$ cat src/rtl/video_capture_pkg.sv
// Shared definitions for the video capture writer.
// Contents: FSM state enum, pixel/word geometry, memory address width,
// and a helper that builds byte enables for a partially filled word.
package video_capture_pkg;

  localparam int unsigned PIXEL_BYTES     = 4;
  localparam int unsigned PIXELS_PER_WORD = 8;
  localparam int unsigned ADDR_W          = 13;
  localparam int unsigned PIX_W           = PIXEL_BYTES * 8;
  localparam int unsigned WORD_W          = PIX_W * PIXELS_PER_WORD;
  localparam int unsigned BE_W            = PIXEL_BYTES * PIXELS_PER_WORD;
  localparam int unsigned CNT_W           = 14;
  localparam int unsigned STAT_W          = 12;

  typedef enum logic [2:0] {
    ST_IDLE,
    ST_ARM,
    ST_CAPTURE,
    ST_FLUSH,
    ST_DONE
  } state_t;

  // Byte enables covering the lowest n pixels of a word.
  function automatic logic [BE_W-1:0] pixel_byte_mask(input logic [2:0] n);
    logic [BE_W-1:0] m;
    m = '0;
    for (int unsigned k = 0; k < PIXELS_PER_WORD; k++) begin
      if (k < 32'(n)) m[k*PIXEL_BYTES +: PIXEL_BYTES] = '1;
    end
    return m;
  endfunction

endpackage

$ cat src/rtl/video_capture_writer_if.sv
// On-chip memory write port of the video capture writer.
// Signals: chip_select, clken, write strobe, 13-bit word address,
// 256-bit write data, 32-bit byte enables.
// Modports: master (capture writer drives), slave (memory receives).
interface video_capture_writer_if;
  import video_capture_pkg::*;

  logic              onchip_mem_chip_select;
  logic              onchip_mem_clken;
  logic              onchip_mem_write;
  logic [ADDR_W-1:0] onchip_mem_addr;
  logic [WORD_W-1:0] onchip_mem_write_data;
  logic [BE_W-1:0]   onchip_mem_byte_enable;

  modport master (
    output onchip_mem_chip_select, onchip_mem_clken, onchip_mem_write,
           onchip_mem_addr, onchip_mem_write_data, onchip_mem_byte_enable
  );

  modport slave (
    input onchip_mem_chip_select, onchip_mem_clken, onchip_mem_write,
          onchip_mem_addr, onchip_mem_write_data, onchip_mem_byte_enable
  );

endinterface

$ cat src/rtl/pixel_word_packer.sv
// Packs 32-bit pixels into 256-bit words, pixel k at bits [32k+31:32k].
// Ports:
//   clk_100m, reset_n  clock / synchronous active-low reset
//   clear              drop any partially packed word
//   pix_valid/pix_data one pixel to append
//   flush              emit the partial word (no output if nothing pending)
//   word_valid         one-cycle pulse, the cycle after the word completes
//   word_data/word_be  packed word and its byte enables
module pixel_word_packer
  import video_capture_pkg::*;
(
  input  logic              clk_100m,
  input  logic              reset_n,
  input  logic              clear,
  input  logic              pix_valid,
  input  logic [PIX_W-1:0]  pix_data,
  input  logic              flush,
  output logic              word_valid,
  output logic [WORD_W-1:0] word_data,
  output logic [BE_W-1:0]   word_be
);

  logic [2:0]        cnt_q;
  logic [WORD_W-1:0] acc_q;

  always_ff @(posedge clk_100m) begin
    if (!reset_n) begin
      cnt_q      <= '0;
      acc_q      <= '0;
      word_valid <= 1'b0;
      word_data  <= '0;
      word_be    <= '0;
    end else begin
      word_valid <= 1'b0;
      if (clear) begin
        cnt_q <= '0;
        acc_q <= '0;
      end else if (pix_valid) begin
        if (cnt_q == 3'd7) begin
          // Eighth pixel goes straight to the output register.
          word_valid <= 1'b1;
          word_data  <= {pix_data, acc_q[WORD_W-PIX_W-1:0]};
          word_be    <= '1;
          cnt_q      <= '0;
          acc_q      <= '0;
        end else begin
          acc_q[{cnt_q, 5'b0} +: PIX_W] <= pix_data;
          cnt_q                         <= cnt_q + 3'd1;
        end
      end else if (flush && cnt_q != 3'd0) begin
        // Unfilled slots were zeroed when the previous word left.
        word_valid <= 1'b1;
        word_data  <= acc_q;
        word_be    <= pixel_byte_mask(cnt_q);
        cnt_q      <= '0;
        acc_q      <= '0;
      end
    end
  end

endmodule

$ cat src/rtl/video_capture_writer.sv
// Captures one video frame into on-chip memory as packed 256-bit words.
// Ports:
//   clk_100m, reset_n            clock / synchronous active-low reset
//   capture_start, capture_abort single-cycle control requests
//   vid_de/hs/vs, vid_r/g/b      video input (vid_hs is not used)
//   mem                          memory write port (master)
//   busy, capture_done, overflow status
//   word_count                   words written this capture
//   line_count, pixels_per_line  frame statistics
// Build option: define VIDEO_CAPTURE_STATS_EN to enable the statistics;
// otherwise line_count and pixels_per_line read 0.
module video_capture_writer
  import video_capture_pkg::*;
#(
  parameter int unsigned MEM_WORDS      = 8192,
  parameter bit          VS_ACTIVE_HIGH = 1'b1
) (
  input  logic                  clk_100m,
  input  logic                  reset_n,
  input  logic                  capture_start,
  input  logic                  capture_abort,
  input  logic                  vid_de,
  input  logic                  vid_hs,
  input  logic                  vid_vs,
  input  logic [7:0]            vid_r,
  input  logic [7:0]            vid_g,
  input  logic [7:0]            vid_b,
  video_capture_writer_if.master mem,
  output logic                  busy,
  output logic                  capture_done,
  output logic                  overflow,
  output logic [CNT_W-1:0]      word_count,
  output logic [STAT_W-1:0]     line_count,
  output logic [STAT_W-1:0]     pixels_per_line
);

  localparam logic [ADDR_W-1:0] LAST_ADDR = ADDR_W'(MEM_WORDS - 1);
  localparam logic [CNT_W-1:0]  WC_MAX    = CNT_W'(MEM_WORDS);

  state_t state_q, state_d;
  logic   vs_act, vs_q, vs_edge;
  logic   abort_hit, arm_exit, pix_valid, flush, clear;
  logic   word_valid, wr_fire, wr_drop;
  logic [WORD_W-1:0] word_data;
  logic [BE_W-1:0]   word_be;
  logic [ADDR_W-1:0] addr_q;
  logic              full_q;

  logic unused_hs;
  assign unused_hs = vid_hs;

  assign vs_act  = VS_ACTIVE_HIGH ? vid_vs : ~vid_vs;
  assign vs_edge = vs_act & ~vs_q;

  always_ff @(posedge clk_100m) begin
    if (!reset_n) state_q <= ST_IDLE;
    else          state_q <= state_d;
  end

  always_comb begin
    state_d = state_q;
    unique case (state_q)
      ST_IDLE:    if (capture_start) state_d = ST_ARM;
      ST_ARM:     if (capture_abort) state_d = ST_IDLE;
                  else if (vs_edge)  state_d = ST_CAPTURE;
      ST_CAPTURE: if (capture_abort) state_d = ST_IDLE;
                  else if (vs_edge)  state_d = ST_FLUSH;
      ST_FLUSH:   if (capture_abort) state_d = ST_IDLE;
                  else               state_d = ST_DONE;
      ST_DONE:    state_d = ST_IDLE;
      default:    state_d = ST_IDLE;
    endcase
  end

  always_comb begin
    busy         = (state_q != ST_IDLE);
    capture_done = (state_q == ST_DONE);
    abort_hit    = capture_abort && (state_q inside {ST_ARM, ST_CAPTURE, ST_FLUSH});
    arm_exit     = (state_q == ST_ARM) && vs_edge && !capture_abort;
    // A vsync edge wins over a coincident pixel: that pixel is dropped.
    pix_valid    = (state_q == ST_CAPTURE) && vid_de && !vs_edge && !capture_abort;
    flush        = (state_q == ST_CAPTURE) && vs_edge && !capture_abort;
    clear        = arm_exit || abort_hit;
  end

  pixel_word_packer u_packer (
    .clk_100m   (clk_100m),
    .reset_n    (reset_n),
    .clear      (clear),
    .pix_valid  (pix_valid),
    .pix_data   ({8'h00, vid_r, vid_g, vid_b}),
    .flush      (flush),
    .word_valid (word_valid),
    .word_data  (word_data),
    .word_be    (word_be)
  );

  // The packer output is registered, so an abort arriving while a word is
  // presented (e.g. the flush word in FLUSH) must veto it combinationally.
  assign wr_fire = word_valid && !abort_hit && !full_q;
  assign wr_drop = word_valid && !abort_hit && full_q;

  always_ff @(posedge clk_100m) begin
    if (!reset_n) begin
      vs_q       <= 1'b0;
      addr_q     <= '0;
      full_q     <= 1'b0;
      overflow   <= 1'b0;
      word_count <= '0;
    end else begin
      vs_q <= vs_act;
      if (state_q == ST_IDLE && capture_start) overflow <= 1'b0;
      if (arm_exit) begin
        addr_q     <= '0;
        full_q     <= 1'b0;
        word_count <= '0;
      end else begin
        if (wr_drop) overflow <= 1'b1;
        if (wr_fire) begin
          if (word_count != WC_MAX) word_count <= word_count + 1'b1;
          // The last address is used once; later words are suppressed.
          if (addr_q == LAST_ADDR) full_q <= 1'b1;
          else                     addr_q <= addr_q + 1'b1;
        end
      end
    end
  end

  assign mem.onchip_mem_chip_select = busy;
  assign mem.onchip_mem_clken       = busy;
  assign mem.onchip_mem_write       = wr_fire;
  assign mem.onchip_mem_addr        = addr_q;
  assign mem.onchip_mem_write_data  = word_data;
  assign mem.onchip_mem_byte_enable = word_be;

`ifdef VIDEO_CAPTURE_STATS_EN
  logic              de_q;
  logic [STAT_W-1:0] lines_q, ppl_q, run_q;

  always_ff @(posedge clk_100m) begin
    if (!reset_n) begin
      de_q    <= 1'b0;
      lines_q <= '0;
      ppl_q   <= '0;
      run_q   <= '0;
    end else begin
      de_q <= vid_de;
      if (arm_exit) begin
        lines_q <= '0;
        ppl_q   <= '0;
        run_q   <= '0;
      end else if (state_q == ST_CAPTURE && !vs_edge) begin
        if (vid_de && !de_q) begin
          lines_q <= lines_q + 1'b1;
          run_q   <= 12'd1;
        end else if (vid_de) begin
          run_q <= run_q + 1'b1;
        end else if (de_q) begin
          ppl_q <= run_q;
        end
      end
    end
  end

  assign line_count      = lines_q;
  assign pixels_per_line = ppl_q;
`else
  assign line_count      = '0;
  assign pixels_per_line = '0;
`endif

endmodule

$ cat src/flat_wrapper.sv
// flat-port wrapper written by rule: the top's interface ports become plain ports
module video_capture_writer_flat import video_capture_pkg::*;
#(
  parameter int unsigned MEM_WORDS      = 8192,
  parameter bit          VS_ACTIVE_HIGH = 1'b1
)
  (clk_100m, reset_n, capture_start, capture_abort, vid_de, vid_hs, vid_vs, vid_r, vid_g, vid_b, busy, capture_done, overflow, word_count, line_count, pixels_per_line, mem_onchip_mem_chip_select, mem_onchip_mem_clken, mem_onchip_mem_write, mem_onchip_mem_addr, mem_onchip_mem_write_data, mem_onchip_mem_byte_enable);
  video_capture_writer_if mem_i ();
  input  logic clk_100m;
  input  logic reset_n;
  input  logic capture_start;
  input  logic capture_abort;
  input  logic vid_de;
  input  logic vid_hs;
  input  logic vid_vs;
  input  logic [7:0] vid_r;
  input  logic [7:0] vid_g;
  input  logic [7:0] vid_b;
  output logic busy;
  output logic capture_done;
  output logic overflow;
  output logic [CNT_W-1:0] word_count;
  output logic [STAT_W-1:0] line_count;
  output logic [STAT_W-1:0] pixels_per_line;
  output wire logic [$bits(mem_i.onchip_mem_chip_select)-1:0] mem_onchip_mem_chip_select;
  output wire logic [$bits(mem_i.onchip_mem_clken)-1:0] mem_onchip_mem_clken;
  output wire logic [$bits(mem_i.onchip_mem_write)-1:0] mem_onchip_mem_write;
  output wire logic [$bits(mem_i.onchip_mem_addr)-1:0] mem_onchip_mem_addr;
  output wire logic [$bits(mem_i.onchip_mem_write_data)-1:0] mem_onchip_mem_write_data;
  output wire logic [$bits(mem_i.onchip_mem_byte_enable)-1:0] mem_onchip_mem_byte_enable;
  assign mem_onchip_mem_chip_select = mem_i.onchip_mem_chip_select;
  assign mem_onchip_mem_clken = mem_i.onchip_mem_clken;
  assign mem_onchip_mem_write = mem_i.onchip_mem_write;
  assign mem_onchip_mem_addr = mem_i.onchip_mem_addr;
  assign mem_onchip_mem_write_data = mem_i.onchip_mem_write_data;
  assign mem_onchip_mem_byte_enable = mem_i.onchip_mem_byte_enable;
  video_capture_writer #(.MEM_WORDS(MEM_WORDS), .VS_ACTIVE_HIGH(VS_ACTIVE_HIGH)) u_core (.clk_100m(clk_100m), .reset_n(reset_n), .capture_start(capture_start), .capture_abort(capture_abort), .vid_de(vid_de), .vid_hs(vid_hs), .vid_vs(vid_vs), .vid_r(vid_r), .vid_g(vid_g), .vid_b(vid_b), .mem(mem_i), .busy(busy), .capture_done(capture_done), .overflow(overflow), .word_count(word_count), .line_count(line_count), .pixels_per_line(pixels_per_line));
endmodule
$ cat config.mk
export PLATFORM = sky130hd
export DESIGN_NAME = video_capture_writer_flat
export DESIGN_NICKNAME = d
export VERILOG_FILES = /design/src/rtl/video_capture_pkg.sv /design/src/rtl/video_capture_writer_if.sv /design/src/rtl/pixel_word_packer.sv /design/src/rtl/video_capture_writer.sv /design/src/flat_wrapper.sv
export SDC_FILE = /design/constraint.sdc
export NUM_CORES = 1
export LEC_CHECK = 0
export ABC_AREA = 1
export CORE_MARGIN = 10
export CORE_UTILIZATION = 48
export DETAILED_ROUTE_END_ITERATION = 7
export GPL_TIMING_DRIVEN = 1
export PLACE_DENSITY_LB_ADDON = 0.3
export SYNTH_ARGS = -nofsm -noshare
export SYNTH_HDL_FRONTEND = slang
export SYNTH_SLANG_ARGS = --single-unit
export TNS_END_PERCENT = 100
$ cat constraint.sdc
create_clock -name clk_100m -period 2.1 [get_ports clk_100m]
set_input_delay 0.42 -clock clk_100m [delete_from_list [all_inputs] [get_ports clk_100m]]
set_output_delay 0.42 -clock clk_100m [all_outputs]
set_load 0.02 [all_outputs]
==> impl_metrics.tcl <==
set metrics [dict create \
    finalSetupTns_ns 0 \
    fin_crit_ns 2.06 \
    status "finished clean" \
    reg2reg_depth 12 \
    htreeDepth 2 \
    netlist_area_sq_um 20200 \
    cap_violations 0 \
    grt_pass1_vias 18600 \
    synthTopCellsByArea "dfxtp_1, nand2_1, nor2_1, nand3_1, nand3b_1" \
    avgViaCountPerCell 5.16 \
    cts_inserted_buffers 46 \
    cts.sinks 430 \
    wl_per_cell_um 16.9 \
    port_buffers 294 \
    peakVddDrop_mv 0.538 \
    async_flop_share_pct 0 \
    drt-met1-wl_um 27600 \
    nets 3243 \
    synth_top_area_cell "dfxtp_1" \
    dr.max_layer_used "met4" \
    multiInputGateArea_sq_um 9510 \
    p_leak_nw 11.0 \
    pin_count 376 \
    ys_seq_area_share_pct 42.7 \
    power_per_cell_area_nw_per_um2 669 \
    dieHeight_um 225 \
    fin_util_pct 61.4 \
    dp_hpwl_um 46700 \
    rows 75 \
    hold_depth 3 \
    finalHoldWorstSlack_ns 0.0767 \
    core_sq_um 41800 \
    netlist.area_leader.share_pct 42.7 \
    max_freq_mhz 486 \
    gr-total-overflow 0 \
    path_max_fanout 12 \
    end_kind "flip-flop" \
    clkLatencyLatePin_ns 0.59 \
    postPlaceCellArea_sq_um 23800 \
    grt_use_total_pct 24.0 \
    synth_flop_cell "dfxtp_1" \
    dieArea_sq_um 50600 \
    netlist_instances 2963 \
    start_util_pct 48.3 \
    min_from "reset_n" \
    setup_slack_ns 0.0406 \
    instances_no_fill 3777 \
    ys_ff_latch 430 \
    crit_arrival_ns 2.58 \
    dp.cells 3686 \
    final_antenna_net_count 0 \
    area_delta_synth_final_pct 27.2 \
    routed_wl_um 63700 \
    cts_tree "built" \
    clockBufferDepth 3 \
    drc 0 \
    antenna_found_initial 0 \
    holdPathEnd "u_core.vs_q$_SDFF_PN0_" \
    drt_iter0_markers 1593 \
    synth_warnings 0 \
    crit_type "flip-flop to flip-flop" \
    final.setup_skew_ns 0.0158 \
    dr_wl_met2_um 29900 \
    drt_first_pass_iters 6 \
    fill_cells 3848 \
    setup_viol 0 \
    hold_path.class "primary input to flip-flop" \
    drive_above_1_share_pct 8.43 \
    slew_viol_final 0 \
    reg2reg_from "u_core.u_packer.cnt_q[0]$_SDFFE_PP0P_" \
    dp_worst_setup_slack_ns -0.392 \
    gp_congestion 0.961 \
    diodes 0 \
    crit_path_start_kind "flip-flop" \
    grt_max_degree 109 \
    grt_pass1_wl_um 99100 \
    dr_wl_met3_um 4460 \
    r2r-end "u_core.u_packer.acc_q[133]$_SDFFE_PP0P_" \
    ff2ff_setup_slack_ns 0.04 \
    finalHoldViolCount 0 \
    fin_crit_sh_pct 98.1 \
    clkSlewWorstSetupHoldPaths_ns 0.06 \
    crit_required_ns 2.62 \
    ys_types 31 \
    syn_area_per_cell_sq_um 6.80 \
    root_buffer "clkbuf_16" \
    die_w_um 225 \
    synth_edf_count 0 \
    fin_area_sq_um 25600 \
    seqCellArea_sq_um 8610 \
    total_power_mw 17.1 \
    vias 19500 \
]
==> worst max-delay path by stage <==
stage	slack, ns	end	from	cells after the start
2_1_floorplan	0.03	u_core.u_packer.acc_q[11]$_SDFFE_PP0P_	u_core.u_packer.cnt_q[1]$_SDFFE_PP0P_	13
3_3_place_gp	-0.32	u_core.u_packer.acc_q[19]$_SDFFE_PP0P_	capture_abort	12
3_5_place_dp	-0.39	u_core.u_packer.acc_q[21]$_SDFFE_PP0P_	capture_abort	12
4_1_cts	-0.02	mem_onchip_mem_write	u_core.state_q[1]$_SDFFE_PN0P_	6
5_1_grt	-0.04	u_core.u_packer.acc_q[130]$_SDFFE_PP0P_	u_core.u_packer.cnt_q[0]$_SDFFE_PP0P_	12
6_report	0.04	u_core.u_packer.acc_q[133]$_SDFFE_PP0P_	u_core.u_packer.cnt_q[0]$_SDFFE_PP0P_	12
==> power breakdown <==
part	internal [mW]	switching [mW]	total (mW)
Sequential	8.18	0.0123	8.19
Clock	4.77	3.40	8.17
Combinational	0.209	0.570	0.779
Total	13.2	3.98	17.1
==> synth_stat cells, types with 2 or more instances <==
library cell and count:
xnor2_1 5, nor2_1 570, nand3_1 294, nand4_1 34
clkinv_1 2, inv_1 210, xor2_1 8, nor2_2 4
inv_2 7, a21oi_1 155, o21ai_0 18, buf_4 123
dfxtp_1 430, o21ai_1 7, ha_1 11, nand2_2 3
nor3_1 62, nand3b_1 130, nand2_1 687, nor2_4 3
clkbuf_1 83, buf_2 72, nand3_2 2, buf_1 36
==> registers in the layout (all words and copies together) (netlist names) <==
signal / cells
u_core.full_q: 1
u_core.mem.onchip_mem_addr: 13
u_core.overflow: 1
u_core.state_q: 3
u_core.u_packer.acc_q: 192
u_core.u_packer.cnt_q: 3
u_core.u_packer.word_be: 8
u_core.u_packer.word_data: 193
u_core.u_packer.word_valid: 1
u_core.vs_q: 1
u_core.word_count: 14
==> placed cells by master, fill, tap and decap left out, drive strengths merged, types with 5 or more instances in the layout <==
master         netlist  final
xor2                 8      8
o21ai               25     25
nand3b             130    130
ha                  11     11
inv                217    219
buf                232    131
nand4               34     34
nand3              296    296
dfxtp              430    430
clkinv               2      9
dlygate4sd2          0     29
clkbuf              83     76
nand2              691    691
conb                 1     80
dlymetal6s2s         0     10
nor2               577    578
a21oi              155    155
clkdlybuf4s50        0    250
xnor2                5      5
nor3                63     63
==> critical path, stage by stage (launching register included) <==
cell and delay, ns:
dfxtp_2 0.33, inv_2 0.04, ha_2 0.18, buf_4 0.14, ha_4 0.28, inv_4 0.05
nor2_4 0.13, nand3_4 0.10, nor3_4 0.23, buf_12 0.15, clkbuf_16 0.16, nand2_1 0.06
a21oi_1 0.13
==> routing by layer <==
layer	global-route usage [%]	vias to the layer above
li1	-	9606
met1	30.9	9147
met2	39.5	642
met3	4.55	113
met4	8.09	0
met5	0	-
==> cell type report <==
cell class / count / share of cell area, %
inverters: 219 / 3.24
repair buffers: 425 / 17.6
well taps: 539 / 2.63
clock buffers: 72 / 5.23
multi-input cells: 2079 / 37.1
flip-flops and latches: 430 / 33.6
clock inverters: 13 / 0.630
==> cells by family (layout without fill, tap and decap cells) <==
family	after synthesis	in the layout	synth area share [%]
AND/OR/NAND/NOR	1791	1792	38.7
buffers and inverters	534	729	12.7
flip-flops	430	430	42.7
AO/OA/AOI/OAI	183	183	4.57
XOR/XNOR	13	13	0.565
adder cells (fa/ha/maj)	11	11	0.683
other	1	80	0.0186
==> timing repair <==
item                       4_1_cts  5_1_grt
buffers inserted                 0        1
cloned                           0        5
resized for setup               56       58
hold buffers                     0        0
setup endpoints to repair       86      190
pin swaps                        0        6
Note: power is estimated with default switching activity, not from simulation.
